===== src/rtl/reorder_buffer.sv =====
// Circular reorder buffer: allocates from dispatch, collects CDB writebacks and
// retires one ready head entry per cycle, with a commit handshake for stores.
package reorder_buffer_pkg;
    typedef logic [4:0]  Register;
    typedef logic [31:0] MemoryWord;

    typedef struct packed {
        logic regwr;
        logic memwr;
        logic ecall;
        logic unsupported;
    } ctrl_t;

    typedef struct packed {
        Register   rd;
        ctrl_t     ctrl_bits;
        MemoryWord value;
        logic      ready;
    } rob_entry;

    typedef struct packed {
        int        tag;
        MemoryWord value;
    } cdb;

    typedef struct packed {
        Register   regstr;
        MemoryWord value;
    } Victim;
endpackage

module reorder_buffer
    import reorder_buffer_pkg::*;
#(
    parameter int ROB_SIZE = 8
) (
    input  logic                    clk,
    input  logic                    reset,
    input  logic                    rob_increment,
    input  rob_entry                re,
    input  cdb                      cdb1,
    input  cdb                      cdb2,
    input  logic                    store_commit_ack,
    output rob_entry [ROB_SIZE-1:0] rob,
    output int                      rob_tail,
    output int                      rob_head,
    output int                      rob_count,
    output Victim                   victim,
    output logic                    rf_we,
    output Register                 rf_rd,
    output MemoryWord               rf_value,
    output int                      commit_tag,
    output logic                    store_commit_valid,
    output int                      store_commit_tag,
    output logic                    halt
);
    localparam int IdxW = (ROB_SIZE > 1) ? $clog2(ROB_SIZE) : 1;

    typedef enum logic {StCommit, StStoreWait} state_t;

    state_t                  state_q, state_d;
    rob_entry [ROB_SIZE-1:0] rob_q, rob_d;
    int                      tail_q, tail_d, head_q, head_d, count_q, count_d;
    int                      commit_tag_q, commit_tag_d, sc_tag_q, sc_tag_d;
    Victim                   victim_q, victim_d;
    logic                    rf_we_q, rf_we_d, sc_valid_q, sc_valid_d, halt_q, halt_d;
    Register                 rf_rd_q, rf_rd_d;
    MemoryWord               rf_value_q, rf_value_d;
    logic                    retire, reg_write, offer, alloc;
    logic [IdxW-1:0]         head_idx, tail_idx;
    rob_entry                head_entry;
    logic [ROB_SIZE-1:0]     live;

    function automatic int next_tag(input int t);
        return (t >= ROB_SIZE) ? 1 : t + 1;
    endfunction

    assign head_idx   = IdxW'(head_q - 1);
    assign tail_idx   = IdxW'(tail_q - 1);
    assign head_entry = rob_q[head_idx];

    // A slot is live when its distance from the head is below the occupancy.
    always_comb begin
        for (int i = 0; i < ROB_SIZE; i++) begin
            live[i] = ((i + 1 - head_q + ROB_SIZE) % ROB_SIZE) < count_q;
        end
    end

    always_comb begin
        state_d   = state_q;
        rob_d     = rob_q;
        head_d    = head_q;
        tail_d    = tail_q;
        halt_d    = halt_q;
        retire    = 1'b0;
        reg_write = 1'b0;
        offer     = 1'b0;

        unique case (state_q)
            StCommit: begin
                if (count_q > 0 && head_entry.ready && !halt_q) begin
                    if (head_entry.ctrl_bits.memwr) begin
                        state_d = StStoreWait;
                        offer   = 1'b1;
                    end else begin
                        retire = 1'b1;
                        if (head_entry.ctrl_bits.ecall) begin
                            halt_d = 1'b1;
                        end else if (!head_entry.ctrl_bits.unsupported) begin
                            reg_write = head_entry.ctrl_bits.regwr && (head_entry.rd != '0);
                        end
                    end
                end
            end
            StStoreWait: begin
                if (store_commit_ack) begin
                    retire  = 1'b1;
                    state_d = StCommit;
                end else begin
                    offer = 1'b1;
                end
            end
            default: state_d = StCommit;
        endcase

        // cdb1 is applied last so it wins on a shared tag.
        for (int i = 0; i < ROB_SIZE; i++) begin
            if (live[i] && cdb2.tag == i + 1) begin
                rob_d[i].value = cdb2.value;
                rob_d[i].ready = 1'b1;
            end
            if (live[i] && cdb1.tag == i + 1) begin
                rob_d[i].value = cdb1.value;
                rob_d[i].ready = 1'b1;
            end
        end

        if (retire) begin
            rob_d[head_idx] = '0;
            head_d          = next_tag(head_q);
        end

        // A full buffer still accepts an allocation into the slot freed this cycle.
        alloc = rob_increment && ((count_q < ROB_SIZE) || retire);
        if (alloc) begin
            rob_d[tail_idx] = re;
            tail_d          = next_tag(tail_q);
        end
        count_d = count_q + (alloc ? 1 : 0) - (retire ? 1 : 0);

        commit_tag_d = retire ? head_q : 0;
        rf_we_d      = reg_write;
        rf_rd_d      = reg_write ? head_entry.rd : '0;
        rf_value_d   = reg_write ? head_entry.value : '0;
        victim_d     = '0;
        if (reg_write) begin
            victim_d.regstr = head_entry.rd;
            victim_d.value  = head_entry.value;
        end
        sc_valid_d = offer;
        sc_tag_d   = offer ? head_q : 0;
    end

    always_ff @(posedge clk) begin
        if (reset) begin
            state_q      <= StCommit;
            rob_q        <= '0;
            tail_q       <= 1;
            head_q       <= 1;
            count_q      <= 0;
            commit_tag_q <= 0;
            sc_tag_q     <= 0;
            victim_q     <= '0;
            rf_we_q      <= 1'b0;
            rf_rd_q      <= '0;
            rf_value_q   <= '0;
            sc_valid_q   <= 1'b0;
            halt_q       <= 1'b0;
        end else begin
            state_q      <= state_d;
            rob_q        <= rob_d;
            tail_q       <= tail_d;
            head_q       <= head_d;
            count_q      <= count_d;
            commit_tag_q <= commit_tag_d;
            sc_tag_q     <= sc_tag_d;
            victim_q     <= victim_d;
            rf_we_q      <= rf_we_d;
            rf_rd_q      <= rf_rd_d;
            rf_value_q   <= rf_value_d;
            sc_valid_q   <= sc_valid_d;
            halt_q       <= halt_d;
        end
    end

    assign rob                = rob_q;
    assign rob_tail           = tail_q;
    assign rob_head           = head_q;
    assign rob_count          = count_q;
    assign victim             = victim_q;
    assign rf_we              = rf_we_q;
    assign rf_rd              = rf_rd_q;
    assign rf_value           = rf_value_q;
    assign commit_tag         = commit_tag_q;
    assign store_commit_valid = sc_valid_q;
    assign store_commit_tag   = sc_tag_q;
    assign halt               = halt_q;
endmodule

===== config.mk =====
export PLATFORM = sky130hd
export DESIGN_NAME = reorder_buffer
export DESIGN_NICKNAME = d
export VERILOG_FILES = /design/src/rtl/reorder_buffer.sv
export SDC_FILE = /design/constraint.sdc
export NUM_CORES = 2
export LEC_CHECK = 0
export ABC_AREA = 1
export BUFFER_PORTS_ARGS = -buffer_cell sky130_fd_sc_hd__buf_2
export CORE_MARGIN = 3
export CORE_UTILIZATION = 35
export DETAILED_ROUTE_END_ITERATION = 10
export GPL_ROUTABILITY_DRIVEN = 0
export SYNTH_ARGS = -nofsm -noshare
export SYNTH_HDL_FRONTEND = slang
export SYNTH_SLANG_ARGS = --single-unit

===== constraint.sdc =====
create_clock -name clk -period 8.78 [get_ports clk]
set_input_delay 0 -clock clk [delete_from_list [all_inputs] [get_ports clk]]
set_output_delay 0 -clock clk [all_outputs]
set_load 0.02 [all_outputs]

Word-level counts from Yosys, hierarchy flattened
Cells that the tools add are included.
{ "totals": {"register_bits": 536, "latchBits": 0, "mem_bits_rw": 0, "mem_bits_ro": 0, "in_bits": 174, "n_memories": 0} }
{ "op_classes": {"addsub": 22, "n_mul": 0, "n_div": 0, "order_cmp": 16, "n_eq_ne": 16, "shifts": 0, "mux": 42, "bitwise": 15, "reduce_logical": 37} }
{ "op_table": {"columns": ["operator", "count"], "rows": [
  ["$mux W336", 2],
  ["$mux W33", 16],
  ["$and A336 B336 Y336", 1],
  ["$bwmux W336", 1],
  ["$not A336 Y336", 1],
  ["$add A32 B5 Y32 const B", 8],
  ["$eq A32 B4 Y1 const B", 8],
  ["$lt A4 B32 Y1", 8],
  ["$demux W42 S3", 2],
  ["$eq A32 B3 Y1 const B", 4],
  ["$sub A4 B32 Y32 const A", 4],
  ["$bmux W42 S3", 1],
  ["$mux W42", 3],
  ["$add A32 B2 Y32 const B", 2],
  ["$eq A32 B2 Y1 const B", 2],
  ["$eq A32 B5 Y1 const B", 2],
  ["$ge A32 B5 Y1 const B", 2],
  ["$mux W32", 2],
  ["$sub A3 B32 Y32 const A", 2],
  ["$add A32 B2 Y32", 1],
  ["$gt A32 B1 Y1 const B", 1],
  ["$lt A32 B5 Y1 const B", 1],
  ["$sub A2 B32 Y32 const A", 1],
  ["$sub A32 B2 Y32", 1],
  ["other kinds (15)", 72]
]} }

Logic depth before layout (Yosys ltp)
{ "depth": {"depth_word": 12, "mapped_depth": 34} }

Least setup slack after synthesis
Ideal clock, no wire load.
{ "synth_timing": {"path_type": "register to register", "startpoint": "register head_q, in the netlist rob_head[0]", "endpoint": "register count_q, in the netlist rob_count[22]", "setup_ns": 0.113, "arrival_time_ns": 4.896, "slack_ns": 3.771, "path_stages_with_launch": 33, "path_cell_list": "dfxtp_1 > buf_4 > inv_4 > buf_6 > ha_1 > ha_1 > buf_2 > nor2_2 > nand2_2 > o21ai_1 > nor3_2 > nand3_2 > nand2_2 > nand2_4 > nand2_2 > nand2_4 > buf_2 > buf_2 > ha_1 > inv_1 > ha_1 > inv_1 > fa_1 > inv_1 > nand3_1 > nand2_1 > a21oi_1 > o21ai_0 > a21oi_1 > o21ai_0 > nand2_1 > nand2_1 > nor2_1"} }
{ "synth_via": {"elab_chain_len": 12} }
{ "synth_lines": {"columns": ["item", "line", "source"], "rows": [
  ["from (decl)", "63", "int tail_q, tail_d, head_q, head_d, count_q, count_d;"],
  ["from (signal assigned)", "169", "head_q <= 1;"],
  ["from (signal assigned)", "183", "head_q <= head_d;"],
  ["$sub A3 B2 Y3 (*)", "78", "assign head_idx = IdxW'(head_q - 1);"],
  ["$bmux W42 S3 (*)", "80", "assign head_entry = rob_q[head_idx];"],
  ["$mux W42 (implied by the code) (*)", "80", null],
  ["$logic_and A1 B1 Y1 (2 in a row)", "101", "if (count_q > 0 && head_entry.ready && !halt_q) begin"],
  ["$mux W1 (*)", "101", null],
  ["$pmux W1 S2 (*)", "99", "unique case (state_q)"],
  ["$logic_or A1 B1 Y1", "144", "alloc = rob_increment && ((count_q < ROB_SIZE) || retire);"],
  ["$logic_and A1 B1 Y1", "144", null],
  ["$mux W1", "149", "count_d = count_q + (alloc ? 1 : 0) - (retire ? 1 : 0);"],
  ["$add A32 B2 Y32", "149", null],
  ["$sub A32 B2 Y32 (*)", "149", null],
  ["to (signal assigned)", "184", "count_q <= count_d;"],
  ["to (decl)", "63", null]
]} }
Mark *: on every way between the ends. The rest lies on a longest branch, timed or not. The select of a mux whose other input is x is not followed.
A chain may end at the register's enable or synchronous reset.

Final worst setup path
{ "layout_timing": {"startpoint": "register head_q, in the netlist rob_head[1]", "endpoint": "register rob_q, in the netlist rob[6]"} }
{ "layout_via": {"elab_chain_len": 12} }
{ "layout_lines": {"columns": ["item", "line", "source"], "rows": [
  ["$sub A2 B32 Y32", "85", "live[i] = ((i + 1 - head_q + ROB_SIZE) % ROB_SIZE) < count_q;"],
  ["$add A32 B5 Y32", "85", null],
  ["$reduce_or A3 Y1 (no line)", null, null],
  ["$and A1 B1 Y1 (no line)", null, null],
  ["$lt A4 B32 Y1", "85", null],
  ["$logic_and A1 B1 Y1", "128", "if (live[i] && cdb2.tag == i + 1) begin"],
  ["$mux W33", "128", null],
  ["$mux W33", "132", "if (live[i] && cdb1.tag == i + 1) begin"],
  ["$and A336 B336 Y336 (no line)", null, null],
  ["$mux W336", "138", "if (retire) begin"],
  ["$bwmux W336", "146", "rob_d[tail_idx] = re;"],
  ["$mux W336 (*)", "145", "if (alloc) begin"],
  ["to (signal assigned)", "181", "rob_q <= rob_d;"],
  ["to (decl)", "62", "rob_entry [ROB_SIZE-1:0] rob_q, rob_d;"]
]} }
Marks and branches as above.

==> summary.md <==
| Metric | Value |
|---|---|
| Syn nets | `5328` |
| Initial drt markers | `6236` |
| Die X | `313 um` |
| TritonRoute pass-1 iters | `7` |
| Clock tree root driver cell | `clkbuf_16` |
| Area taken by multi-input logic gates | `18900 um^2` |
| Fin crit share | `0.811` |
| Status | `completed` |
| Worst Hold Class | `input pin to register` |
| # Post-CTS Setup Buffers | `0` |
| NumNets Final | `5947` |
| Number of standard cells in the final layout excluding fillers | `6962` |
| Die Ht | `313 um` |
| Clk Latency, worst-skew pair | `0.66 ns` |
| Crit path arrival time | `7.71 ns` |
| R2r setup slk | `1.66 ns` |
| EDFF count, synth | `0` |
| Maximum vdd drop | `0.000205 V` |
| CTS tree | `yes` |
| Post-synthesis sequential area ratio | `0.326` |
| Maximum clock rate | `140 MHz` |
| Max clock buf depth | `3` |
| Layout area overhead | `24.3%` |
| Effective utilization at floorplan | `0.356` |
| Number of synthesized register bits | `536` |
| Core area | `92400 um^2` |
| Die Area | `97700 um^2` |
| TNS Setup | `0 ns` |
| Pre-CTS setup slack | `2.30 ns` |
| Crit. End Element | `register` |
| Async S/R FF share, synth | `0` |
| PnR worst setup slack | `1.66 ns` |
| Initial antenna violation count | `16` |
| RSZ-0062 raised after global routing | `no` |
| Maxcap violations | `0` |
| Dpl cells | `6663` |
| Worst setup SP type | `register` |
| WL per Instance | `26.2 um` |
| Post-route ant nets | `0` |
| Synth area leaders | `dfxtp_1 (33%), nand2_1 (15%), nand3_1 (8.0%), a21oi_1 (7.6%), nand4_1 (6.0%)` |
| Residual DRC | `0` |
| Final Setup Violations | `0` |
| Clk sink count | `536` |
| Clock transition at path regs | `0.06 ns` |
| Hold Vio Cnt, Final | `0` |
| Tot GR Track Use | `0.353` |
| Layout fillers | `9674` |
| Share of cells above drive strength 1 | `0.181` |
| Buffers on Ports | `746` |
| Mapped Cells | `5045` |
| Largest net degree at the start of global routing | `76` |
| # IOs | `747` |
| Slew Limit Headroom | `0.0792` |
| Syn avg cell area | `6.52 um^2` |
| Post-layout minimum cycle time | `7.12 ns` |
| Final Max Tran Viols | `0` |
| Crit Path Max Fanout | `32` |
| Yosys Warn Count | `0` |
| Post-synth top area cell | `dfxtp_1` |
| PD cells | `263 nW/um^2` |
| Number of global-route vias before repair | `37953` |
| Worst Hold Slack | `0.0937 ns` |
| Netlist cell types | `62` |
| # H-tree levels | `3` |
| Crit path kind | `register to register` |
| Post-cts sizing count | `0` |
| Worst-Margin Slew | `1.38 ns` |
| Main synth FF type | `dfxtp_1` |
| WL final | `183000 um` |
| Row Count | `111` |
| Vias per cell | `5.95` |
| First-pass GRT wire length | `261000 um` |
| Gr ovfl total | `0` |
| Num CTS Buffers | `69` |
| Clock skew | `0.0288 ns` |
| Req. time, crit path | `9.38 ns` |
| Leak pwr | `0.0180 uW` |
| Dpl hpwl | `120000 um` |
| Mapped Area | `32900 um^2` |
| Routed vias | `41413` |
| Post-synth top area share | `0.326` |
| Register Area | `10700 um^2` |
metal layers:
metal | vias up | GRT usage | share of wire
li1 | 18285 | - | -
met1 | 19110 | 0.449 | 0.38
met2 | 3271 | 0.531 | 0.42
met3 | 735 | 0.109 | 0.13
met4 | 12 | 0.200 | 0.065
met5 | - | 0 | 0.00064
stage by stage:
step | area, um^2 | util | power [uW]
5_1_grt | 40900 | 0.442 | 11200
2_1_floorplan | 32900 | - | 5880
4_1_cts | 40900 | 0.442 | 10600
6_report | 40900 | 0.443 | 10700
3_5_place_dp | 36800 | 0.399 | 7550
3_3_place_gp | 36800 | 0.399 | 7530
synthesized netlist by cell type, types with 11 or more instances:
| library cell | count |
|---|---|
| o211ai_1 | 27 |
| a221oi_1 | 50 |
| xor2_1 | 32 |
| inv_2 | 22 |
| nand4_1 | 314 |
| a22o_1 | 36 |
| a21oi_1 | 499 |
| nand2_1 | 1274 |
| clkbuf_1 | 188 |
| nor4_1 | 41 |
| nand3_1 | 525 |
| o21ai_0 | 92 |
| nor3_1 | 66 |
| buf_1 | 16 |
| ha_1 | 108 |
| buf_4 | 56 |
| inv_1 | 335 |
| a31oi_1 | 18 |
| buf_2 | 170 |
| nor2_1 | 435 |
| dfxtp_1 | 536 |
| a22oi_1 | 53 |
| clkinv_1 | 11 |
what timing repair did:
item,in CTS,in global routing
hold endpoints to repair,391,0
endpoints found under the setup margin,0,0
hold buffers,173,0
final cells by class:
cell class	count	share of cell area
antenna	5	0.000306
clock buffer	98	0.0491
sequential	536	0.263
timing repair buffer	990	0.147
clock inverter	23	0.00722
multi-input combinational	3697	0.462
tap	1243	0.0381
inverter	370	0.0341
worst max-delay path, stage by stage (launching register included):
cell and delay (ns):
dfxtp_1 0.50, inv_1 0.22, ha_1 0.26, ha_1 0.62, nand3_2 0.72, o22ai_1 0.47, nor3_2 0.11, nand3_2 0.10
nand2_2 0.07, nand2_4 0.32, nand2_2 0.13, nand2_4 0.32, inv_2 0.34, nand2_2 0.18, nand2_2 0.33, inv_2 0.88
o211ai_1 0.17, dlygate4sd3_1 0.61, a21oi_1 0.12, dlygate4sd3_1 0.56
state kept, by name, summed over array words and instances, names as in the netlist:
register / cells
rob: 336
commit_tag: 32
rf_value: 32
rob_count: 32
rob_head: 32
rob_tail: 32
store_commit_tag: 32
rf_rd: 5
halt: 1
rf_we: 1
store_commit_valid: 1
cell usage in the layout, fill, tap and decap left out, drive strengths merged, types with 10 or more instances in the layout:
cell            n
nor3           73
a22o           36
a31oi          18
clkinv         19
nand2        1284
clkbuf         98
dfxtp         536
dlygate4sd3   173
nand3         531
o21a           10
a22oi          53
nor4           43
ha            108
nand4         314
o21ai         105
xor2           32
buf           817
a221oi         50
a21oi         499
or2            14
o211ai         27
nor2          439
inv           369
logic make-up after synthesis:
kind of cell / after synthesis / synth area share
AOI/OAI and AO/OA: 837 / 0.148
xor gates and xnor gates: 34 / 0.00905
adders and majority gates: 109 / 0.0417
buffers and inverters: 812 / 0.107
DFF: 536 / 0.326
and+or+nand+nor: 2717 / 0.367
path summary, 6_finish.rpt:
check | cells past startpoint | endpoint | start
min reg2reg | 2 | rob[37] | rob[37]
max | 19 | rob[6] | rob_head[1]
max reg2reg | 19 | rob[6] | rob_head[1]
min | 5 | rob[294] | cdb2[35]
report_power, final:
| group | internal (uW) | switching, uW |
|---|---|---|
| Combinational | 1250 | 3550 |
| Sequential | 2680 | 308 |
| Clock | 1720 | 1240 |
Power figures use the tool's default switching activity.
